File: src/rtl/wb_periph_fabric.sv
// Wishbone peripheral fabric: split read/write master channels fanned out to NUM_SLOTS slots.
// Optional ack timeout is compiled in with the WB_FABRIC_TIMEOUT_EN macro.
module wb_periph_fabric #(
  parameter int NUM_SLOTS      = 4,
  parameter int ADDR_BITS      = 16,
  parameter int XLEN           = 32,
  parameter int SLOT_LSB       = 8,
  parameter int TIMEOUT_CYCLES = 255
) (
  input  logic                      clk,
  input  logic                      sync_reset,
  input  logic                      WB_RD_STB_I,
  input  logic [ADDR_BITS-1:0]      WB_RD_ADR_I,
  output logic [XLEN-1:0]           WB_RD_DAT_O,
  output logic                      WB_RD_ACK_O,
  input  logic                      WB_WR_STB_I,
  input  logic                      WB_WR_WE_I,
  input  logic [XLEN/8-1:0]         WB_WR_SEL_I,
  input  logic [ADDR_BITS-1:0]      WB_WR_ADR_I,
  input  logic [XLEN-1:0]           WB_WR_DAT_I,
  output logic                      WB_WR_ACK_O,
  output logic [NUM_SLOTS-1:0]      S_RD_STB_O,
  output logic [ADDR_BITS-1:0]      S_RD_ADR_O,
  input  logic [NUM_SLOTS*XLEN-1:0] S_RD_DAT_I,
  input  logic [NUM_SLOTS-1:0]      S_RD_ACK_I,
  output logic [NUM_SLOTS-1:0]      S_WR_STB_O,
  output logic [XLEN/8-1:0]         S_WR_SEL_O,
  output logic [ADDR_BITS-1:0]      S_WR_ADR_O,
  output logic [XLEN-1:0]           S_WR_DAT_O,
  input  logic [NUM_SLOTS-1:0]      S_WR_ACK_I,
  input  logic [NUM_SLOTS-1:0]      s_int_req,
  output logic                      int_gen,
  output logic                      bus_error,
  output logic [1:0]                err_code
);

  localparam int SW = (NUM_SLOTS > 1) ? $clog2(NUM_SLOTS) : 1;

  localparam logic [1:0] ERR_DECODE  = 2'b01;
  localparam logic [1:0] ERR_TIMEOUT = 2'b10;
  localparam logic [1:0] ERR_OVERRUN = 2'b11;

  typedef enum logic [1:0] {IDLE = 2'd0, REQ = 2'd1, WAIT = 2'd2} state_t;

  state_t rd_state, rd_state_n, wr_state, wr_state_n;

  logic [SW-1:0]        rd_slot_in, wr_slot_in, rd_slot, wr_slot;
  logic                 rd_slot_ok, wr_slot_ok;
  logic                 wr_req;
  logic [NUM_SLOTS-1:0] rd_onehot, wr_onehot;
  logic                 rd_ack_hit, wr_ack_hit;
  logic [XLEN-1:0]      rd_slot_dat;
  logic                 rd_cap, rd_ack_set, rd_take, rd_err;
  logic                 wr_cap, wr_ack_set, wr_err;
  logic [1:0]           rd_err_code, wr_err_code;

  // A single slot needs no index field; every address maps to slot 0.
  generate
    if (NUM_SLOTS > 1) begin : g_dec
      assign rd_slot_in = WB_RD_ADR_I[SLOT_LSB +: SW];
      assign wr_slot_in = WB_WR_ADR_I[SLOT_LSB +: SW];
    end else begin : g_dec_single
      assign rd_slot_in = '0;
      assign wr_slot_in = '0;
    end
  endgenerate

  assign rd_slot_ok = 32'(rd_slot_in) < NUM_SLOTS;
  assign wr_slot_ok = 32'(wr_slot_in) < NUM_SLOTS;
  assign wr_req     = WB_WR_STB_I & WB_WR_WE_I;

  assign rd_onehot  = NUM_SLOTS'(1) << rd_slot;
  assign wr_onehot  = NUM_SLOTS'(1) << wr_slot;
  assign rd_ack_hit = |(S_RD_ACK_I & rd_onehot);
  assign wr_ack_hit = |(S_WR_ACK_I & wr_onehot);

  assign S_RD_STB_O = (rd_state == REQ) ? rd_onehot : '0;
  assign S_WR_STB_O = (wr_state == REQ) ? wr_onehot : '0;

  always_comb begin
    rd_slot_dat = '0;
    for (int k = 0; k < NUM_SLOTS; k++)
      if (rd_slot == SW'(k)) rd_slot_dat = S_RD_DAT_I[k*XLEN +: XLEN];
  end

`ifdef WB_FABRIC_TIMEOUT_EN
  logic [15:0] rd_cnt, wr_cnt;
  logic        rd_tmo, wr_tmo;

  // Counters are zero on the first WAIT cycle because they clear while in REQ.
  always_ff @(posedge clk) begin
    if (sync_reset) begin
      rd_cnt <= '0;
      wr_cnt <= '0;
    end else begin
      if (rd_state == REQ)       rd_cnt <= '0;
      else if (rd_state == WAIT) rd_cnt <= rd_cnt + 16'd1;
      if (wr_state == REQ)       wr_cnt <= '0;
      else if (wr_state == WAIT) wr_cnt <= wr_cnt + 16'd1;
    end
  end

  assign rd_tmo = (rd_state == WAIT) && (rd_cnt == 16'(TIMEOUT_CYCLES));
  assign wr_tmo = (wr_state == WAIT) && (wr_cnt == 16'(TIMEOUT_CYCLES));
`endif

  always_ff @(posedge clk) begin
    if (sync_reset) begin
      rd_state <= IDLE;
      wr_state <= IDLE;
    end else begin
      rd_state <= rd_state_n;
      wr_state <= wr_state_n;
    end
  end

  always_comb begin
    rd_state_n  = rd_state;
    rd_cap      = 1'b0;
    rd_ack_set  = 1'b0;
    rd_take     = 1'b0;
    rd_err      = 1'b0;
    rd_err_code = 2'b00;
    case (rd_state)
      IDLE: begin
        if (WB_RD_STB_I) begin
          if (rd_slot_ok) begin
            rd_cap     = 1'b1;
            rd_state_n = REQ;
          end else begin
            rd_ack_set  = 1'b1;
            rd_err      = 1'b1;
            rd_err_code = ERR_DECODE;
          end
        end
      end
      REQ: begin
        rd_state_n = WAIT;
        if (WB_RD_STB_I) begin
          rd_err      = 1'b1;
          rd_err_code = ERR_OVERRUN;
        end
      end
      WAIT: begin
        if (WB_RD_STB_I) begin
          rd_err      = 1'b1;
          rd_err_code = ERR_OVERRUN;
        end
        if (rd_ack_hit) begin
          rd_ack_set = 1'b1;
          rd_take    = 1'b1;
          rd_state_n = IDLE;
        end
`ifdef WB_FABRIC_TIMEOUT_EN
        else if (rd_tmo) begin
          rd_ack_set  = 1'b1;
          rd_err      = 1'b1;
          rd_err_code = ERR_TIMEOUT;
          rd_state_n  = IDLE;
        end
`endif
      end
      default: rd_state_n = IDLE;
    endcase
  end

  always_comb begin
    wr_state_n  = wr_state;
    wr_cap      = 1'b0;
    wr_ack_set  = 1'b0;
    wr_err      = 1'b0;
    wr_err_code = 2'b00;
    case (wr_state)
      IDLE: begin
        if (wr_req) begin
          if (wr_slot_ok) begin
            wr_cap     = 1'b1;
            wr_state_n = REQ;
          end else begin
            wr_ack_set  = 1'b1;
            wr_err      = 1'b1;
            wr_err_code = ERR_DECODE;
          end
        end
      end
      REQ: begin
        wr_state_n = WAIT;
        if (wr_req) begin
          wr_err      = 1'b1;
          wr_err_code = ERR_OVERRUN;
        end
      end
      WAIT: begin
        if (wr_req) begin
          wr_err      = 1'b1;
          wr_err_code = ERR_OVERRUN;
        end
        if (wr_ack_hit) begin
          wr_ack_set = 1'b1;
          wr_state_n = IDLE;
        end
`ifdef WB_FABRIC_TIMEOUT_EN
        else if (wr_tmo) begin
          wr_ack_set  = 1'b1;
          wr_err      = 1'b1;
          wr_err_code = ERR_TIMEOUT;
          wr_state_n  = IDLE;
        end
`endif
      end
      default: wr_state_n = IDLE;
    endcase
  end

  always_ff @(posedge clk) begin
    if (sync_reset) begin
      rd_slot     <= '0;
      S_RD_ADR_O  <= '0;
      WB_RD_ACK_O <= 1'b0;
      WB_RD_DAT_O <= '0;
      wr_slot     <= '0;
      S_WR_ADR_O  <= '0;
      S_WR_SEL_O  <= '0;
      S_WR_DAT_O  <= '0;
      WB_WR_ACK_O <= 1'b0;
      bus_error   <= 1'b0;
      err_code    <= 2'b00;
      int_gen     <= 1'b0;
    end else begin
      if (rd_cap) begin
        rd_slot    <= rd_slot_in;
        S_RD_ADR_O <= WB_RD_ADR_I;
      end
      WB_RD_ACK_O <= rd_ack_set;
      WB_RD_DAT_O <= rd_take ? rd_slot_dat : '0;
      if (wr_cap) begin
        wr_slot    <= wr_slot_in;
        S_WR_ADR_O <= WB_WR_ADR_I;
        S_WR_SEL_O <= WB_WR_SEL_I;
        S_WR_DAT_O <= WB_WR_DAT_I;
      end
      WB_WR_ACK_O <= wr_ack_set;
      bus_error   <= rd_err | wr_err;
      // Read channel wins when both report in the same cycle.
      if (rd_err)      err_code <= rd_err_code;
      else if (wr_err) err_code <= wr_err_code;
      int_gen <= |s_int_req;
    end
  end

endmodule
File: config.mk
export PLATFORM = sky130hd
export DESIGN_NAME = wb_periph_fabric
export DESIGN_NICKNAME = d
export VERILOG_FILES = /design/src/rtl/wb_periph_fabric.sv
export SDC_FILE = /design/constraint.sdc
export NUM_CORES = 1
export LEC_CHECK = 0
export BUFFER_PORTS_ARGS = -buffer_cell sky130_fd_sc_hd__buf_2
export CAP_MARGIN = 20
export CORE_AREA = 2 2 125 127
export CTS_CLUSTER_DIAMETER = 100
export DETAILED_ROUTE_END_ITERATION = 12
export DIE_AREA = 0 0 127 129
export GPL_TIMING_DRIVEN = 1
export PLACE_DENSITY = 0.69
export SLEW_MARGIN = 10
export SYNTH_ARGS = -nofsm -noshare
export SYNTH_HDL_FRONTEND = slang
export SYNTH_SLANG_ARGS = --single-unit
File: constraint.sdc
create_clock -name clk -period 2.1 [get_ports clk]
set_input_delay 0.42 -clock clk [delete_from_list [all_inputs] [get_ports clk]]
set_output_delay 0.42 -clock clk [all_outputs]
set_load 0.03 [all_outputs]
==> results.cfg <==
[run_status]
status = finished clean

[worst_setup_path]
critPathTopFamily = buffers and inverters
worst_r2r_path_depth = 4
crit_path_start = rd_state[1]
arrival_ps = 1480
r2r_start = S_RD_ADR_O[8]
crit_chain = inv_1 > ha_1 > nor3b_1 > buf_2
path_max_fanout = 4
critPathLaunchType = flip-flop
cp-end-kind = output port
critPathSlowestCell = dfxtp_1
critical-path-max-stage-delay_ps = 330
cp.depth = 4
path_class = flip-flop to output port
cp-endpoint = S_RD_STB_O[0]
cp_num_buf_inv = 2
rrSetupSlack_ps = 410
rr_endpoint = WB_RD_DAT_O[1]
cp.required_ps = 1680

[floorplan]
rows = 45
fp.dieW_microns = 127
core_area_sq_um = 15000
die_y_microns = 129
pin_count = 327
die-area_sq_um = 16400
initial_core_util = 0.328

[route]
route.met3.wl_mm = 1.41
wl_met1_mm = 5.77
top_layer_used = met5
wl_per_cell_microns = 15.4
dr.pass1.iters = 5
drtIter0Drc = 124
vias_per_cell = 4.65
route.vias.total = 4560
wl_met2_mm = 7.59
wirelength_mm = 15.1
ant_nets = 0
drc = 0

[placed_design]
place_inst = 964
io_buffers = 326
hpwl_mm = 11.8
gp_congestion = 0.865
placed_area_sq_um = 6720

[synth]
synth_common_cells = nand2_1, dfxtp_1, a21oi_1, nor2b_4, mux4_2
synth_cell_types = 33
avgSynthCellArea_sq_um = 10.4
synth_area_sq_um = 4910
yosysSeqAreaShare = 0.444
syn_nets = 694
synth_area_leaders = dfxtp_1, mux4_2, nand2_1
synth.top_cell.area_share = 0.444
yosysWarningCount = 0
yosysMostFrequentCell = nand2_1
yosysTopAreaCell = dfxtp_1
synth-edff-count = 0
postSynthCellCount = 473
synth_seq_cells = 109
synthArstFlopShare = 0
ys.flop_type = dfxtp_1

[timing]
min_period_ps = 1900
tns_ps = 0
finalHoldViolations = 0
holdWs_ps = 291
fin_worst_skew_ps = 7.54
setup_viol = 0
slew_violations = 0
tightest_slew_ps = 673
min_period_over_period = 0.905
fmax_mhz = 526
max_slew_margin = 0.551
rsz0062_at_grt = false

[pwr]
pwr_density_cell_nw_per_um2 = 819
peakVddDrop_mv = 0.444
power_uw = 5740
p_leak_uw = 0.00339

[final_layout]
fin_cells = 981
drive_gt1_frac = 0.527
num-nets-final = 1008
fin_area_sq_um = 7010
syn2layout_area_growth_pct = 42.8

[global_routing]
grt_overflow = 0
grt_pass1_vias = 4439
grt_antenna_before_repair = 3
grt_usage = 0.174
grt_pass1_wl_mm = 22.2
grt_max_degree = 49

[clocking]
htreeDepth = 3
clkLatencyLatePin_ps = 350
clk_pin_slew_ps = 80
cts_num_sinks = 109
cts_hold_buf = 0
cts_inserted_buffers = 9
clk_path_buf_depth = 2
post_cts_buffers = 0
cts_tree = yes
post_cts_resized = 0
root_buffer = clkbuf_16

[flow_run]
maxCapViolations = 0

[worst_hold_path]
worstHoldPathType = primary input to flip-flop
cells in the final DEF, fill, tap and decap left out, drive strengths merged:
master / synthesis / routed
buf: 21 / 338
nand2: 140 / 140
dfxtp: 109 / 109
a21oi: 68 / 68
nor2b: 36 / 36
mux4: 33 / 33
clkbuf: 14 / 11
ha: 8 / 8
mux2i: 7 / 7
nand2b: 6 / 6
inv: 5 / 6
nor2: 5 / 5
nor3b: 3 / 3
and2: 3 / 3
and3: 3 / 3
and3b: 2 / 2
clkinv: 0 / 2
clkinvlp: 0 / 2
a221oi: 2 / 2
diode: 0 / 1
nand3: 1 / 1
a32o: 1 / 1
a221o: 1 / 1
a211oi: 1 / 1
nand3b: 1 / 1
a222oi: 1 / 1
mux2: 1 / 1
nor4: 1 / 1
flip-flops by register name, indices dropped and copies added, names as in the netlist:
signal,flops
S_WR_DAT_O,32
bus_error,1
S_RD_ADR_O,16
err_code,1
S_WR_ADR_O,16
WB_RD_ACK_O,1
int_gen,1
wr_state,2
WB_RD_DAT_O,32
S_WR_SEL_O,4
WB_WR_ACK_O,1
rd_state,2
layer usage:
layer,vias up,GRT usage
met3,20,0.0603
met5,-,0
li1,2237,-
met1,2101,0.190
met2,200,0.312
met4,2,0.0679
worst reg2reg max path: cells and delay by family (launching register included):
kind          cells  cell delay, ps
buf+inv           1             220
flops             1             550
simple gates      2             210
mux               1             600
cell families after synthesis:
group / count (synthesis) / synth area share
AND/OR/NAND/NOR: 201 / 0.231
flip-flops: 109 / 0.444
AO/OA/AOI/OAI: 74 / 0.0818
multiplexers: 41 / 0.173
buffers and inverters: 40 / 0.0494
adder cells (fa/ha/maj): 8 / 0.0204
layout make-up:
class | instances | area (sq um)
Antenna cell | 1 | 2.50
Multi-Input combinational cell | 324 | 2490
Clock buffer | 11 | 253
Tap cell | 188 | 235
Inverter | 5 | 18.8
Fill cell | 1473 | 7960
Clock inverter | 5 | 43.8
Sequential cell | 109 | 2180
Timing Repair Buffer | 338 | 1780
stage by stage:
step	utilization	setup slack (ps)
6_report	0.468	200
5_1_grt	0.468	45.3
4_1_cts	0.468	140
3_5_place_dp	0.448	435
3_3_place_gp	0.448	469
2_1_floorplan	-	100
worst min-delay path by stage:
| stage | slack (ps) | to | cells after the start | startpoint |
|---|---|---|---|---|
| after global routing | 280 | S_WR_DAT_O[7] | 3 | WB_WR_DAT_I[7] |
| final | 290 | S_RD_ADR_O[8] | 3 | WB_RD_ADR_I[8] |
| after CTS | 270 | S_RD_ADR_O[8] | 3 | WB_RD_ADR_I[8] |
| after global placement | 440 | S_WR_DAT_O[14] | 2 | S_WR_DAT_O[14] |
| after floorplan | 460 | rd_state[1] | 2 | rd_state[1] |
| after detailed placement | 440 | S_WR_ADR_O[14] | 2 | S_WR_ADR_O[14] |
where the power goes:
part	internal [uW]	switching, uW	leakage (uW)	total (uW)
Combinational	778	933	0.00236	1710
Clock	884	814	0.000140	1700
Sequential	2230	109	0.000888	2330
Total	3890	1860	0.00339	5740
Note: power is estimated with default switching activity, not from simulation.
